$ cat config.mk
export PLATFORM = sky130hd
export DESIGN_NAME = pe_mem_responder
export DESIGN_NICKNAME = d
export VERILOG_FILES = /design/src/rtl/pe_mem_responder.sv
export SDC_FILE = /design/constraint.sdc
export NUM_CORES = 2
export LEC_CHECK = 0
export CORE_MARGIN = 2
export CORE_UTILIZATION = 54
export CTS_BUF_LIST = sky130_fd_sc_hd__clkbuf_8
export CTS_CLUSTER_SIZE = 16
export DETAILED_ROUTE_END_ITERATION = 8
export PLACE_DENSITY = 0.7
export SKIP_LAST_GASP = 1
export SLEW_MARGIN = 20
export SYNTH_ARGS = -nofsm -noshare
export SYNTH_HDL_FRONTEND = slang
export SYNTH_SLANG_ARGS = --single-unit
$ cat constraint.sdc
create_clock -name clk -period 3.05 [get_ports clk]
set_clock_uncertainty 0.05 [all_clocks]
set_input_delay 0.305 -clock clk [delete_from_list [all_inputs] [get_ports clk]]
set_output_delay 0.305 -clock clk [all_outputs]
set_load 0.1 [all_outputs]
$ cat src/rtl/pe_mem_responder.sv
`default_nettype none
// ============================================================================
// Module   : pe_mem_responder
// Purpose  : Word-addressed local store that answers processing-element read
//            requests with a fixed number of wait states, a one-cycle
//            acknowledge and an out-of-range error flag. A separate preload
//            write port fills the store in any state.
// Revision : 1.0  initial release
// ============================================================================
module pe_mem_responder #(
   parameter int DEPTH       = 64,  // 32-bit words of storage, power of two
   parameter int WAIT_CYCLES = 2    // wait states between capture and ack
) (
   input  logic        clk,
   input  logic        reset,        // asynchronous, active low
   input  logic        mem_read,
   input  logic [31:0] mem_address,
   output logic        mem_ack,
   output logic [31:0] mem_Message,
   output logic        mem_err,
   output logic        busy,
   input  logic        wr_en,
   input  logic [31:0] wr_addr,
   input  logic [31:0] wr_data
);

   // Index width; addresses are byte addresses so the index starts at bit 2.
   localparam int         AW        = (DEPTH > 1) ? $clog2(DEPTH) : 1;
   localparam logic [3:0] WAIT_INIT = 4'(WAIT_CYCLES);

   typedef enum logic [1:0] {
      ST_IDLE = 2'd0,
      ST_WAIT = 2'd1,
      ST_ACK  = 2'd2,
      ST_HOLD = 2'd3
   } state_t;

   // ------------------------------------------------------------------------
   // Address decode for the request and preload ports
   // ------------------------------------------------------------------------
   logic [AW-1:0] rd_idx;
   logic          rd_in_range;
   logic [AW-1:0] wr_idx;
   logic          wr_in_range;
   logic          unused_addr_lsbs;

   assign rd_idx      = mem_address[AW+1:2];
   assign rd_in_range = (mem_address[31:AW+2] == '0);
   assign wr_idx      = wr_addr[AW+1:2];
   assign wr_in_range = (wr_addr[31:AW+2] == '0);

   // Byte-lane bits carry no meaning for word accesses.
   assign unused_addr_lsbs = ^{mem_address[1:0], wr_addr[1:0]};

   // ------------------------------------------------------------------------
   // Storage (never reset; contents undefined until preloaded)
   // ------------------------------------------------------------------------
   logic [31:0] mem [DEPTH];

   // Preload writes land on any edge; out-of-range addresses are dropped.
   always_ff @(posedge clk) begin
      if (wr_en && wr_in_range) begin
         mem[wr_idx] <= wr_data;
      end
   end

   // ------------------------------------------------------------------------
   // Request FSM
   // ------------------------------------------------------------------------
   state_t        state_q, state_d;
   logic [3:0]    cnt_q,   cnt_d;
   logic [AW-1:0] idx_q,   idx_d;
   logic          oor_q,   oor_d;
   logic          ack_q,   ack_d;
   logic [31:0]   msg_q,   msg_d;
   logic          err_q,   err_d;

   // Next-state and registered-output logic. The storage read happens on the
   // WAIT->ACK edge, so a preload write on that same edge is not seen.
   always_comb begin
      state_d = state_q;
      cnt_d   = cnt_q;
      idx_d   = idx_q;
      oor_d   = oor_q;
      ack_d   = 1'b0;
      msg_d   = '0;
      err_d   = 1'b0;

      case (state_q)
         ST_IDLE: begin
            if (mem_read) begin
               state_d = ST_WAIT;
               cnt_d   = WAIT_INIT;
               idx_d   = rd_idx;
               oor_d   = !rd_in_range;
            end
         end
         ST_WAIT: begin
            // A dropped mem_read does not abort: the request was captured.
            if (cnt_q == 4'd0) begin
               state_d = ST_ACK;
               ack_d   = 1'b1;
               if (oor_q) begin
                  err_d = 1'b1;
               end else begin
                  msg_d = mem[idx_q];
               end
            end else begin
               cnt_d = cnt_q - 4'd1;
            end
         end
         ST_ACK: begin
            state_d = ST_HOLD;
         end
         ST_HOLD: begin
            // Wait for the requester to release so a held request is served once.
            if (!mem_read) begin
               state_d = ST_IDLE;
            end
         end
         default: begin
            state_d = ST_IDLE;
         end
      endcase
   end

   // State and output registers with asynchronous active-low reset.
   always_ff @(posedge clk or negedge reset) begin
      if (!reset) begin
         state_q <= ST_IDLE;
         cnt_q   <= 4'd0;
         idx_q   <= '0;
         oor_q   <= 1'b0;
         ack_q   <= 1'b0;
         msg_q   <= '0;
         err_q   <= 1'b0;
      end else begin
         state_q <= state_d;
         cnt_q   <= cnt_d;
         idx_q   <= idx_d;
         oor_q   <= oor_d;
         ack_q   <= ack_d;
         msg_q   <= msg_d;
         err_q   <= err_d;
      end
   end

   assign mem_ack     = ack_q;
   assign mem_Message = msg_q;
   assign mem_err     = err_q;
   assign busy        = (state_q != ST_IDLE);

endmodule
`default_nettype wire

== After elaboration in Yosys (flattened, before gate mapping) ==
Memories as Yosys holds them, arrays and structs flattened.
Index checks and enable logic that the tools add are counted.
Storage, ports and cells
  bits of input ports: 100
  word-level logic and storage cells: 44
  output and inout port bits: 35
  flip-flop bits (word level): 47
  memories: 1
  memory bits (writable): 2048
Operators by class
  reductions and logical operators: 11
  add/sub/neg operators: 1
  mux-type cells: 17
  equal/unequal tests: 7
Memories
  mem: words 64, width 32, rd ports 1, clocked after Yosys merged registers in 0, write ports 1, RTL line 58  | logic [31:0] mem [DEPTH];
Operators by type and width (count)
  two-way mux 32 bit: 3
  logical NOT 24 bit: 2
  two-way mux 4 bit: 2
  != test 2 bit (second input constant): 4
  one-hot mux 2 bit (4 select lines): 1
  one-hot mux 4 bit (2 select lines): 1
  two-way mux 1 bit: 7
  two-way mux 2 bit: 3
  AND reduction 3 bit: 2
  equality test 2 bit (second input constant): 2
  logical NOT 4 bit: 1
  nonzero test 2 bit: 2
  subtractor 4 x 1 -> 4 bit (second input constant): 1
  equality test 2 x 1 -> 1 bit (second input constant): 1
  logical NOT 2 bit: 1
  AND reduction 2 bit: 1
  logical AND 1 bit: 1
  logical NOT 1 bit: 1

== Depth between registers and ports, before layout ==
  word-level depth: 4
  mapped depth: 10
  mapped depth without buffers: 8

== Worst setup path after synthesis ==
OpenSTA, ideal clock, no wires.
  path type: in2reg
  start point: input port wr_addr[9]
  end point: memory mem[63][0], enable pin
  library setup time: 421 ps
  path slack: -131 ps
  data required time: 2579 ps
  buffers on the path: 0
  data arrival time: 2710 ps
  stages on the path: 5
  path through: nor4b_1 -> nand4_1 -> nor3_1 -> nand3_1 -> nor2_1
On the way
  word-level cells in the longest chain between the ends: 4
Ends and longest elaborated chain
  start, declared: RTL line 23  | input logic [31:0] wr_addr,
  logical NOT 24 bit: RTL line 50  | assign wr_in_range = (wr_addr[31:AW+2] == '0);
  logical AND 1 bit: RTL line 62  | if (wr_en && wr_in_range) begin
  two-way mux 1 bit: RTL line 62
  two-way mux 1 bit (implied by the code): RTL line 63  | mem[wr_idx] <= wr_data;
  end, declared: RTL line 58
No other way between the ends.

== Worst setup path in the final report ==
  start point: register idx_q[0]
  end point: register msg_q[0], in the netlist mem_Message[0]
On the way
  word-level cells in the longest chain between the ends: 4
Ends and longest elaborated chain
  start, declared: RTL line 72  | logic [AW-1:0] idx_q, idx_d;
  start signal, assigned: RTL line 140  | idx_q <= idx_d;
  memory read (64 x 32 bit)
  two-way mux 32 bit: RTL line 103  | if (oor_q) begin
  two-way mux 32 bit: RTL line 100  | if (cnt_q == 4'd0) begin
  two-way mux 32 bit: RTL line 89  | case (state_q)
  via msg_d[0]: RTL line 75  | logic [31:0] msg_q, msg_d;
  end signal, assigned: RTL line 143  | msg_q <= msg_d;
  end, declared: RTL line 75
The timed path passes the listed nets, and every way through them passes these cells.
A chain may end at the register's enable or synchronous reset.

==> out/results.ini <==
[placed_design]
dpl_cell_area_um2=88310
routabilityCongestion=0.8575
dp_hpwl_um=132100
dp_slack_ns=-0.4923
dp_cells=5767
portBuffers=130

[yosys]
synth_seq_cells=2095
synth-adder-area-share_pct=0.09368
ys_seq_area_share_pct=78.21
synth_nets=3596
synth_edf_count=2048
synth.avg_cell_area_um2=22.96
yosys.area_share.simple_pct=1.596
ys_warn_count=0
syn_area_um2=80130
synth-xor-area-share_pct=0
synth-main-ff-cell=edfxtp_1
synth_top_family_by_area=multiplexers
synth-compound-area-share_pct=2.331
async_flop_share_pct=2.243
syn_inst=3490
synth_cell_types=56
muxShareOfSynthArea_pct=16.39

[route]
vias=41040
wl_um=212100
drc_errors=0
drt_iter0_drc=5705
vias_per_cell=6.406
wl_per_cell_um=33.11
detail-route-antenna-nets=0
dr.pass1.iters=6

[power]
vdd_drop_max_mv=0.5030
power.total_w=0.07749
power.density_nw_per_um2=816.2
power.leakage_nw=30.89

[final_layout]
syn_to_final_growth_pct=18.48
final_common_cell=edfxtp_1
layout_common_cells=edfxtp_1 (2048), mux4_2 (531), clkbuf_8 (362)
nNetsFinal=4332
final_area_um2=94940
layout-drive-gt1-share_pct=34.27
fill_cells=9566
fin_cells=6407

[die]
ios=135
die_w_um=389.2
floorplan.initialDensity_pct=54.33
core.rowCount=141
coreArea_um2=147500
fp.dieArea_um2=151500
fp.dieH_um=389.2

[grt]
first_global_vias=41600
grt_pass1_wl_um=299400
grt_max_degree=78
antenna_found_initial=9
grt.total_usage_pct=28.31
gr-total-overflow=0

[flow_run]
maxCapViolCount=0

[setup_path]
end_kind=flip-flop
start_kind=flip-flop
arrival_ns=3.91
path_class=reg2reg
crit_path_start=idx_q[0]
critPathMaxStageDelay_ns=0.58
path_cells=buf_4 -> buf_12 -> buf_12 -> mux4_2 -> a22oi_1 -> a21oi_1 -> a21oi_1 -> a32oi_1 -> buf_4
crit_fanout=24
cp_slowest_cell=mux4_2
required_ns=3.91
worstReg2RegStart=idx_q[0]

[clock_network]
cts-htree-levels=5
cts_tree=built
clockBufferDepth=4
cts.clk_slew.worst_paths_ns=0.06
cts-root-buf=clkbuf_8
numCtsBuffers=340
worstSkewPairLatency_ns=1.07
clock-sinks=2095

[sta]
tightest_slew_ns=0.9979
hold_violations=0
layout_min_cycle_time_ns=3.051
period_share_pct=100.0
fmax_mhz=327.8
worst_slack_ns=-0.0007736
slew_viol_final=0
relSlewSlack_pct=33.40
setup_viol=1
rsz0062_at_grt=true

[status]
failed_checks=negative setup slack
status=finished with violations

[hold_path]
hp-class=in2async

## critical path, delay by kind of cell (launching register included)
family / cells / cell delay, ns
mux: 1 / 0.58
buf+inv: 4 / 0.83
compound gates: 4 / 0.86
flops: 1 / 0.56
## cell families (layout without fill, tap and decap cells)
kind of cell | count (synthesis) | in the layout
fa+ha+maj | 6 | 6
flops | 2095 | 2095
mux | 644 | 644
buf+inv | 199 | 1179
other cells | 0 | 7
simple gates | 273 | 273
compound gates | 273 | 273
## synth_stat cells, types with 5 or more instances
master | count | area, µm²
nand2b_1 | 5 | 31.28
a21oi_1 | 53 | 265.3
nand3b_1 | 5 | 37.54
mux2i_1 | 79 | 790.8
o22ai_1 | 10 | 62.56
a22oi_1 | 95 | 713.2
and2_1 | 7 | 43.79
buf_6 | 18 | 202.7
nor2_1 | 92 | 345.3
ha_1 | 6 | 75.07
nor2b_1 | 18 | 112.6
buf_2 | 66 | 330.3
o211ai_1 | 10 | 75.07
o21ai_1 | 5 | 25.02
clkbuf_1 | 54 | 202.7
dfrtp_1 | 47 | 1176
a32oi_1 | 7 | 61.31
a211o_1 | 6 | 52.55
or3_1 | 5 | 31.28
nand2_1 | 78 | 292.8
inv_1 | 10 | 37.54
nand4_1 | 5 | 31.28
buf_4 | 37 | 277.8
edfxtp_1 | 2048 | 61500
nor4_1 | 12 | 75.07
mux2_2 | 33 | 371.6
buf_1 | 13 | 48.80
or3b_2 | 5 | 43.79
nor3_1 | 14 | 70.07
o21ai_0 | 28 | 140.1
a221oi_1 | 11 | 96.34
a211oi_1 | 10 | 75.07
mux4_2 | 531 | 11960
a31oi_1 | 15 | 93.84
nand3_1 | 16 | 80.08
## final timing paths
kind / slack [ns] / cells after the start / endpoint
min in group clk: 0.31 / 2 / mem[17][30]
max in group asynchronous: 1.92 / 4 / idx_q[1]
worst min register to register: 0.61 / 2 / state_q[0]
worst max-delay path: -0.0008 / 9 / mem_Message[0]
worst min-delay path: 0.30 / 3 / mem_Message[24]
worst max register to register: -0.0008 / 9 / mem_Message[0]
## through the flow
stage / TNS [ns] / hold slack (ns) / utilization [%]
final: -0.0007736 / 0.3047 / 64.37
after global routing: -0.007375 / 0.2564 / 64.36
after CTS: 0 / 0.01522 / 64.29
after detailed placement: -14.54 / 0.4987 / 59.88
after global placement: -10.44 / 0.4919 / 59.88
after floorplan: -186.38 / -0.04059 / -
## where the power goes
group	switching [W]	internal, W
Clock	0.0106	0.0114
Sequential	0.000386	0.0317
Combinational	0.0125	0.0109
## per-layer routing
metal	up-vias	share of wire [%]	GRT usage, %
met5	-	0.016	0
met4	4	2.9	9.274
met3	354	11	7.044
met2	2589	49	44.75
met1	21660	37	39.24
li1	16440	-	-
## registers in the layout (all words and copies together), names as in the netlist
register and cells:
mem 2048, mem_Message 32, idx_q 6, cnt_q 4, state_q 2, mem_ack 1
mem_err 1, oor_q 1
## cell type report
| type | count | area [µm²] | share of cell area, % |
|---|---|---|---|
| clock inverter | 224 | 1056 | 1.112 |
| clock buffer | 362 | 4982 | 5.248 |
| sequential | 2095 | 62690 | 66.04 |
| antenna | 7 | 17.52 | 0.01845 |
| tap | 1930 | 2415 | 2.544 |
| inverter | 11 | 41.29 | 0.04349 |
| timing repair buffer | 582 | 6835 | 7.200 |
| multi-input combinational | 1196 | 16900 | 17.80 |
## repair_timing
action / CTS / global route
buffers inserted: 1 / 0
hold buffers: 44 / 2
resized for setup: 2 / 8
setup endpoints to repair: 1 / 8
hold endpoints to repair: 1052 / 128
pin swaps: 1 / 0
(Power assumes the default switching activity.)
